$ cat config.mk
export PLATFORM = sky130hd
export DESIGN_NAME = issue_queue_free_list_flat
export DESIGN_NICKNAME = d
export VERILOG_FILES = /design/src/rtl/issue_queue_free_list_pkg.sv /design/src/rtl/issue_queue_free_list_if.sv /design/src/rtl/issue_queue_free_list_prefix_count.sv /design/src/rtl/issue_queue_free_list.sv /design/src/flat_wrapper.sv
export SDC_FILE = /design/constraint.sdc
export NUM_CORES = 1
export LEC_CHECK = 0
export CAP_MARGIN = 5
export CORE_MARGIN = 1.5
export CORE_UTILIZATION = 50
export DETAILED_ROUTE_END_ITERATION = 7
export HOLD_SLACK_MARGIN = 0.06
export PLACE_DENSITY = 0.68
export RECOVER_POWER = 25
export SYNTH_ARGS = -nofsm -noshare
export SYNTH_HDL_FRONTEND = slang
export SYNTH_SLANG_ARGS = --single-unit
$ cat constraint.sdc
create_clock -name clk -period 6.7 [get_ports clk]
set_input_delay 1.34 -clock clk [delete_from_list [all_inputs] [get_ports clk]]
set_output_delay 1.34 -clock clk [all_outputs]
set_load 0.01 [all_outputs]
$ cat src/rtl/issue_queue_free_list_pkg.sv
// Shared scheduler types and sizing for the issue-queue free list.
package issue_queue_free_list_pkg;

  localparam int ISSUE_QUEUE_ENTRY_NUM = 16;
  localparam int DISPATCH_WIDTH        = 2;
  localparam int ISSUE_WIDTH           = 2;
  localparam int ALLOC_WIDTH           = DISPATCH_WIDTH;
  localparam int RELEASE_WIDTH         = ISSUE_WIDTH;
  localparam int IDX_W                 = $clog2(ISSUE_QUEUE_ENTRY_NUM);

  typedef logic [IDX_W-1:0] IssueQueueIndexPath;
  typedef logic [IDX_W:0]   IssueQueueCountPath;

  // Tail pointer of a completely full list: same index as head, wrap bit set.
  function automatic IssueQueueCountPath fullTailPtr();
    return IssueQueueCountPath'(ISSUE_QUEUE_ENTRY_NUM);
  endfunction

endpackage

$ cat src/rtl/issue_queue_free_list_if.sv
// Rename-side allocation and scheduler-side release signals of the free list.
interface issue_queue_free_list_if
  import issue_queue_free_list_pkg::*;
();

  logic [ALLOC_WIDTH-1:0]                     allocReq;
  IssueQueueIndexPath [ALLOC_WIDTH-1:0]       allocPtr;
  logic                                       allocatable;
  logic [RELEASE_WIDTH-1:0]                   releaseReq;
  IssueQueueIndexPath [RELEASE_WIDTH-1:0]     releasePtr;

  modport master (
    output allocReq, releaseReq, releasePtr,
    input  allocPtr, allocatable
  );

  modport slave (
    input  allocReq, releaseReq, releasePtr,
    output allocPtr, allocatable
  );

endinterface

$ cat src/rtl/issue_queue_free_list_prefix_count.sv
// Per-lane exclusive popcount: prefix_o[k] counts set bits of req_i below lane k,
// prefix_o[WIDTH] is the total.
module issue_queue_free_list_prefix_count #(
  parameter int WIDTH = 2,
  parameter int CNT_W = $clog2(WIDTH + 1)
) (
  input  logic [WIDTH-1:0]            req_i,
  output logic [WIDTH:0][CNT_W-1:0]   prefix_o
);

  logic [CNT_W-1:0] acc;

  // Running sum across lanes, each lane sees the count of lanes before it.
  always_comb begin
    acc      = '0;
    prefix_o = '0;
    for (int k = 0; k < WIDTH; k++) begin
      prefix_o[k] = acc;
      acc         = acc + CNT_W'(req_i[k]);
    end
    prefix_o[WIDTH] = acc;
  end

endmodule

$ cat src/rtl/issue_queue_free_list.sv
// Circular free list of issue-queue entry indices with multi-lane grant/release.
module issue_queue_free_list
  import issue_queue_free_list_pkg::*;
(
  input  logic                     clk,
  input  logic                     rst_n,
  input  logic                     flush_i,
  issue_queue_free_list_if.slave   port_io,
  output IssueQueueCountPath       freeCount_o,
  output logic                     overflowErr_o
);

  localparam int ALLOC_CNT_W = $clog2(ALLOC_WIDTH + 1);
  localparam int REL_CNT_W   = $clog2(RELEASE_WIDTH + 1);

  typedef logic [IDX_W+1:0] ProjectedPath;

  IssueQueueIndexPath freeList_q [ISSUE_QUEUE_ENTRY_NUM];
  IssueQueueCountPath headPtr_q, headPtr_d;
  IssueQueueCountPath tailPtr_q, tailPtr_d;
  IssueQueueCountPath count_q, count_d;
  logic               overflowErr_q, overflowErr_d;

  logic [ALLOC_WIDTH:0][ALLOC_CNT_W-1:0] allocPrefix;
  logic [RELEASE_WIDTH:0][REL_CNT_W-1:0] relPrefix;

  logic               allocatable;
  IssueQueueCountPath allocGrant;
  IssueQueueCountPath relTotal;
  ProjectedPath       projected;
  logic               overflowNow;
  IssueQueueIndexPath allocIdx;
  IssueQueueIndexPath relIdx [RELEASE_WIDTH];

  issue_queue_free_list_prefix_count #(.WIDTH(ALLOC_WIDTH)) u_allocPrefix (
    .req_i    (port_io.allocReq),
    .prefix_o (allocPrefix)
  );

  issue_queue_free_list_prefix_count #(.WIDTH(RELEASE_WIDTH)) u_relPrefix (
    .req_i    (port_io.releaseReq),
    .prefix_o (relPrefix)
  );

  assign allocatable         = (count_q >= IssueQueueCountPath'(ALLOC_WIDTH));
  assign port_io.allocatable = allocatable;
  assign freeCount_o         = count_q;
  assign overflowErr_o       = overflowErr_q;

  // Zero-latency grant: each lane reads the slot offset by requesting lanes below it.
  always_comb begin
    allocIdx         = '0;
    port_io.allocPtr = '0;
    for (int k = 0; k < ALLOC_WIDTH; k++) begin
      allocIdx            = headPtr_q[IDX_W-1:0] + IssueQueueIndexPath'(allocPrefix[k]);
      port_io.allocPtr[k] = freeList_q[allocIdx];
    end
  end

  // Next-state pointers, occupancy and overflow; an overflowing release is dropped whole.
  always_comb begin
    allocGrant    = allocatable ? IssueQueueCountPath'(allocPrefix[ALLOC_WIDTH]) : '0;
    relTotal      = IssueQueueCountPath'(relPrefix[RELEASE_WIDTH]);
    projected     = ProjectedPath'(count_q) + ProjectedPath'(relTotal) - ProjectedPath'(allocGrant);
    overflowNow   = (projected > ProjectedPath'(ISSUE_QUEUE_ENTRY_NUM));
    headPtr_d     = headPtr_q + allocGrant;
    tailPtr_d     = overflowNow ? tailPtr_q : (tailPtr_q + relTotal);
    count_d       = overflowNow ? (count_q - allocGrant) : projected[IDX_W:0];
    overflowErr_d = overflowErr_q | overflowNow;
    for (int j = 0; j < RELEASE_WIDTH; j++) begin
      relIdx[j] = tailPtr_q[IDX_W-1:0] + IssueQueueIndexPath'(relPrefix[j]);
    end
  end

  // State update; reset and flush both restore the identity image with a full list.
  always_ff @(posedge clk or negedge rst_n) begin
    if (!rst_n) begin
      for (int i = 0; i < ISSUE_QUEUE_ENTRY_NUM; i++) freeList_q[i] <= IssueQueueIndexPath'(i);
      headPtr_q     <= '0;
      tailPtr_q     <= fullTailPtr();
      count_q       <= IssueQueueCountPath'(ISSUE_QUEUE_ENTRY_NUM);
      overflowErr_q <= 1'b0;
    end else if (flush_i) begin
      for (int i = 0; i < ISSUE_QUEUE_ENTRY_NUM; i++) freeList_q[i] <= IssueQueueIndexPath'(i);
      headPtr_q     <= '0;
      tailPtr_q     <= fullTailPtr();
      count_q       <= IssueQueueCountPath'(ISSUE_QUEUE_ENTRY_NUM);
      overflowErr_q <= 1'b0;
    end else begin
      for (int j = 0; j < RELEASE_WIDTH; j++) begin
        if (port_io.releaseReq[j] && !overflowNow) freeList_q[relIdx[j]] <= port_io.releasePtr[j];
      end
      headPtr_q     <= headPtr_d;
      tailPtr_q     <= tailPtr_d;
      count_q       <= count_d;
      overflowErr_q <= overflowErr_d;
    end
  end

  // Rename must stall rather than request while fewer than ALLOC_WIDTH entries are free.
  noAllocWhenBlocked: assert property (@(posedge clk) disable iff (!rst_n)
    !(!flush_i && (|port_io.allocReq) && !allocatable));

endmodule
$ cat src/flat_wrapper.sv
// flat-port wrapper written by rule: the top's interface ports become plain ports
module issue_queue_free_list_flat import issue_queue_free_list_pkg::*;
  (clk, rst_n, flush_i, freeCount_o, overflowErr_o, port_io_allocReq, port_io_releaseReq, port_io_releasePtr, port_io_allocPtr, port_io_allocatable);
  issue_queue_free_list_if port_io_i ();
  input  logic clk;
  input  logic rst_n;
  input  logic flush_i;
  output IssueQueueCountPath freeCount_o;
  output logic overflowErr_o;
  input wire logic [$bits(port_io_i.allocReq)-1:0] port_io_allocReq;
  input wire logic [$bits(port_io_i.releaseReq)-1:0] port_io_releaseReq;
  input wire logic [$bits(port_io_i.releasePtr)-1:0] port_io_releasePtr;
  output wire logic [$bits(port_io_i.allocPtr)-1:0] port_io_allocPtr;
  output wire logic [$bits(port_io_i.allocatable)-1:0] port_io_allocatable;
  assign port_io_i.allocReq = port_io_allocReq;
  assign port_io_i.releaseReq = port_io_releaseReq;
  assign port_io_i.releasePtr = port_io_releasePtr;
  assign port_io_allocPtr = port_io_i.allocPtr;
  assign port_io_allocatable = port_io_i.allocatable;
  issue_queue_free_list u_core (.clk(clk), .rst_n(rst_n), .flush_i(flush_i), .port_io(port_io_i), .freeCount_o(freeCount_o), .overflowErr_o(overflowErr_o));
endmodule
==> results.py <==
metrics = {
    "status": {
        "status": "finished, violations left",
        "violations": "capacitance limit, slew limit",
    },
    "synth": {
        "yosys.cell_types.count": 52,
        "synth_async_sr_flop_share": 1.000,
        "synth_ff_type": "dfrtp_1",
        "avgSynthCellArea_sq_um": 9.934,
        "synth_simple_gate_area_frac": 0.1328,
        "synth_xor_area_frac": 0.02391,
        "synth_top_family_by_area": "compound AO/OA/AOI/OAI gates",
        "syn-cell-area_sq_um": 6228,
        "syn_nets": 668,
        "synth_compound_area_frac": 0.2192,
        "synth_fa_ha_area_frac": 0.05826,
        "seq_area_frac_synth": 0.3200,
        "synth_edf_count": 0,
        "muxShareOfSynthArea": 0.1965,
        "yosys_warnings": 0,
        "synthCells": 627,
        "ys_ff_latch": 78,
    },
    "worst_hold_path": {
        "hold_path_class": "reg2reg",
        "hold_start": "u_core.overflowErr_o$_DFF_PN0_",
    },
    "grt": {
        "overflow": 0,
        "first_global_vias": 5485,
        "grt_max_degree": 79,
        "grt_pass1_wl_um": 31970,
        "antenna_found_initial": 0,
        "track_usage": 0.3328,
    },
    "power": {
        "sequentialPowerShare": 0.201,
        "swShare": 0.5071,
        "p_int_mw": 1.468,
        "share_comb_of_total_power": 0.631,
        "irDropWorstVdd_v": 0.0004403,
        "pwr_density_cell_nw_per_um2": 431.7,
        "leakagePower_nw": 2.792,
        "p_sw_mw": 1.510,
        "pwr-share-clk": 0.168,
    },
    "clock_network": {
        "cts_setup_buffers": 0,
        "clock_latency_ns": 0.35,
        "cts.reportedPaths.clkPinSlew_ns": 0.06,
        "clock_path_buffers": 2,
        "hold_buffers": 0,
        "root_buffer": "clkbuf_16",
        "clkSinkCount": 78,
        "cts_tree": "done",
        "cts_resized": 0,
        "cts_made_buffers": 9,
        "cts_max_level": 3,
    },
    "floorplan": {
        "dieArea_sq_um": 13140,
        "chipWidth_um": 114.6,
        "coreArea_sq_um": 12060,
        "num_rows": 40,
        "start_util": 0.5164,
        "ioPinCount": 30,
        "die_y_um": 114.6,
    },
    "flow_run": {
        "cap_violations": 1,
    },
    "cells_and_area": {
        "drive_above_1_share": 0.1905,
        "area.growth.synth_to_final_pct": 10.77,
        "final_common_cell": "nor2_1",
        "n_antenna_cell": 0,
        "multi_input_area_sq_um": 3956,
        "regArea_sq_um": 1993,
        "nets": 666,
        "fillers": 1045,
        "mostFrequentLayoutCells": "nor2_1 (46), dfrtp_1 (45), a21oi_1 (41)",
    },
    "sta": {
        "finalSetupViolCount": 0,
        "layout_min_cycle_time_ns": 5.688,
        "fin_crit_sh": 0.8489,
        "slew_viol_final": 79,
        "fin_skew_ns": 0.01178,
        "fmax_mhz": 175.8,
        "tightest_slew_ns": 4.375,
        "setup_tns_ns": 0,
        "hold_violations": 0,
        "rsz0062_at_grt": "false",
        "setup_ws_ns": 1.012,
        "slew_headroom": -1.916,
    },
    "placement": {
        "place_ws_ns": 1.004,
        "dp.final_hpwl_um": 14120,
        "gp_congestion": 0.9394,
        "port_buffers": 29,
    },
    "worst_setup_path": {
        "worstSetupEndpointType": "output port",
        "cp_max_fo": 13,
        "r2r-start": "u_core.freeCount_o[2]$_DFF_PN0_",
        "setup.worst_path.start_class": "input pin",
        "startpoint": "port_io_allocReq[0]",
        "cp.required_ns": 5.36,
        "arrival_ns": 4.35,
        "worstSetupPathType": "in2out",
        "regToRegSetupSlack_ns": 1.51,
    },
    "route": {
        "finalWirelength_um": 20530,
        "num_vias": 5619,
        "ant_nets": 0,
        "wl_met2_um": 8915,
        "route.detailed.drc": 0,
        "wl_met1_um": 8383,
        "wire_per_inst_um": 25.73,
        "drt_iter0_drc": 810,
        "highest_layer": "met4",
        "route.met3.wl_um": 2590,
        "dr.pass1.iters": 5,
        "vias_per_cell": 7.041,
    },
}
per-stage QoR:
stage / total power [mW] / util / instance area [sq um] / hold slack, ns / cells
after floorplan: 1.882 / - / 6228 / 0.5343 / 627
after global placement: 2.405 / 0.5479 / 6609 / 0.4945 / 782
after detailed placement: 2.428 / 0.5479 / 6609 / 0.5040 / 782
after CTS: 2.940 / 0.5723 / 6903 / 0.5182 / 798
after global routing: 3.121 / 0.5720 / 6899 / 0.5797 / 798
final: 2.978 / 0.5720 / 6899 / 0.5034 / 798
layout make-up:
type,count,area share
Clock buffer,12,0.03573
Clock inverter,4,0.006892
Inverter,21,0.01143
Multi-Input combinational cell,475,0.5734
Sequential cell,78,0.2889
Tap cell,168,0.03047
Timing Repair Buffer,40,0.05314
cell usage after synthesis, drive strengths merged (4+ instances only):
| master | number | area share |
|---|---|---|
| xor2 | 5 | 0.0070 |
| nand4 | 5 | 0.0050 |
| dfrtp | 45 | 0.18 |
| a21o | 25 | 0.030 |
| nor2 | 47 | 0.029 |
| a211o | 4 | 0.0056 |
| mux2i | 30 | 0.048 |
| o21ai | 40 | 0.032 |
| fa | 5 | 0.016 |
| or3 | 6 | 0.0060 |
| or2 | 9 | 0.0090 |
| dfstp | 33 | 0.14 |
| and3 | 7 | 0.0070 |
| nand2 | 22 | 0.013 |
| clkbuf | 31 | 0.019 |
| nor2b | 9 | 0.0090 |
| a221oi | 26 | 0.037 |
| o211ai | 8 | 0.0096 |
| nand3 | 19 | 0.015 |
| mux4 | 40 | 0.14 |
| xnor2 | 12 | 0.017 |
| nor3 | 27 | 0.022 |
| a2111oi | 8 | 0.017 |
| buf | 22 | 0.018 |
| a211oi | 27 | 0.034 |
| ha | 21 | 0.042 |
| o2111ai | 7 | 0.0098 |
| inv | 20 | 0.012 |
| a21oi | 42 | 0.034 |
cell families after synthesis:
family | after synthesis
XOR/XNOR | 17
multiplexers | 72
adder cells (fa/ha/maj) | 26
AO/OA/AOI/OAI | 194
AND/OR/NAND/NOR | 166
buffers and inverters | 74
flip-flops | 78
final timing paths:
kind                                                         to  depth (start not counted)
worst min register to register   u_core.overflowErr_o$_DFF_PN0_                          2
min in group asynchronous       u_core.freeCount_o[0]$_DFF_PN0_                          1
worst min-delay path             u_core.overflowErr_o$_DFF_PN0_                          2
worst max-delay path                        port_io_allocPtr[7]                          6
max in group asynchronous       u_core.freeList_q[43]$_DFF_PN0_                          1
worst max register to register  u_core.freeList_q[53]$_DFF_PN1_                         16
power groups by stage:
stage	clock, mW	sequential [mW]	combinational, mW
after global placement	0	0.598	1.81
final	0.501	0.598	1.88
after CTS	0.505	0.595	1.84
after global routing	0.522	0.605	1.99
after detailed placement	0	0.603	1.83
after floorplan	0	0.580	1.30
state kept, by name, indices dropped and copies added (netlist names):
register              cells
u_core.freeCount_o        5
u_core.freeList_q        64
u_core.tailPtr_q          4
u_core.headPtr_q          4
u_core.overflowErr_o      1
critical path, stage by stage:
cell,delay (ns)
clkdlybuf4s50_1,0.45
ha_1,0.23
ha_1,0.73
mux4_2,0.59
mux4_2,0.50
clkdlybuf4s50_1,0.49
routing by layer:
metal  vias up  global-route usage
met1      2785              0.4445
met2       368              0.4842
met5         -                   0
met4         0              0.1367
met3        55              0.1292
li1       2411                   -
Power figures use the tool's default switching activity.
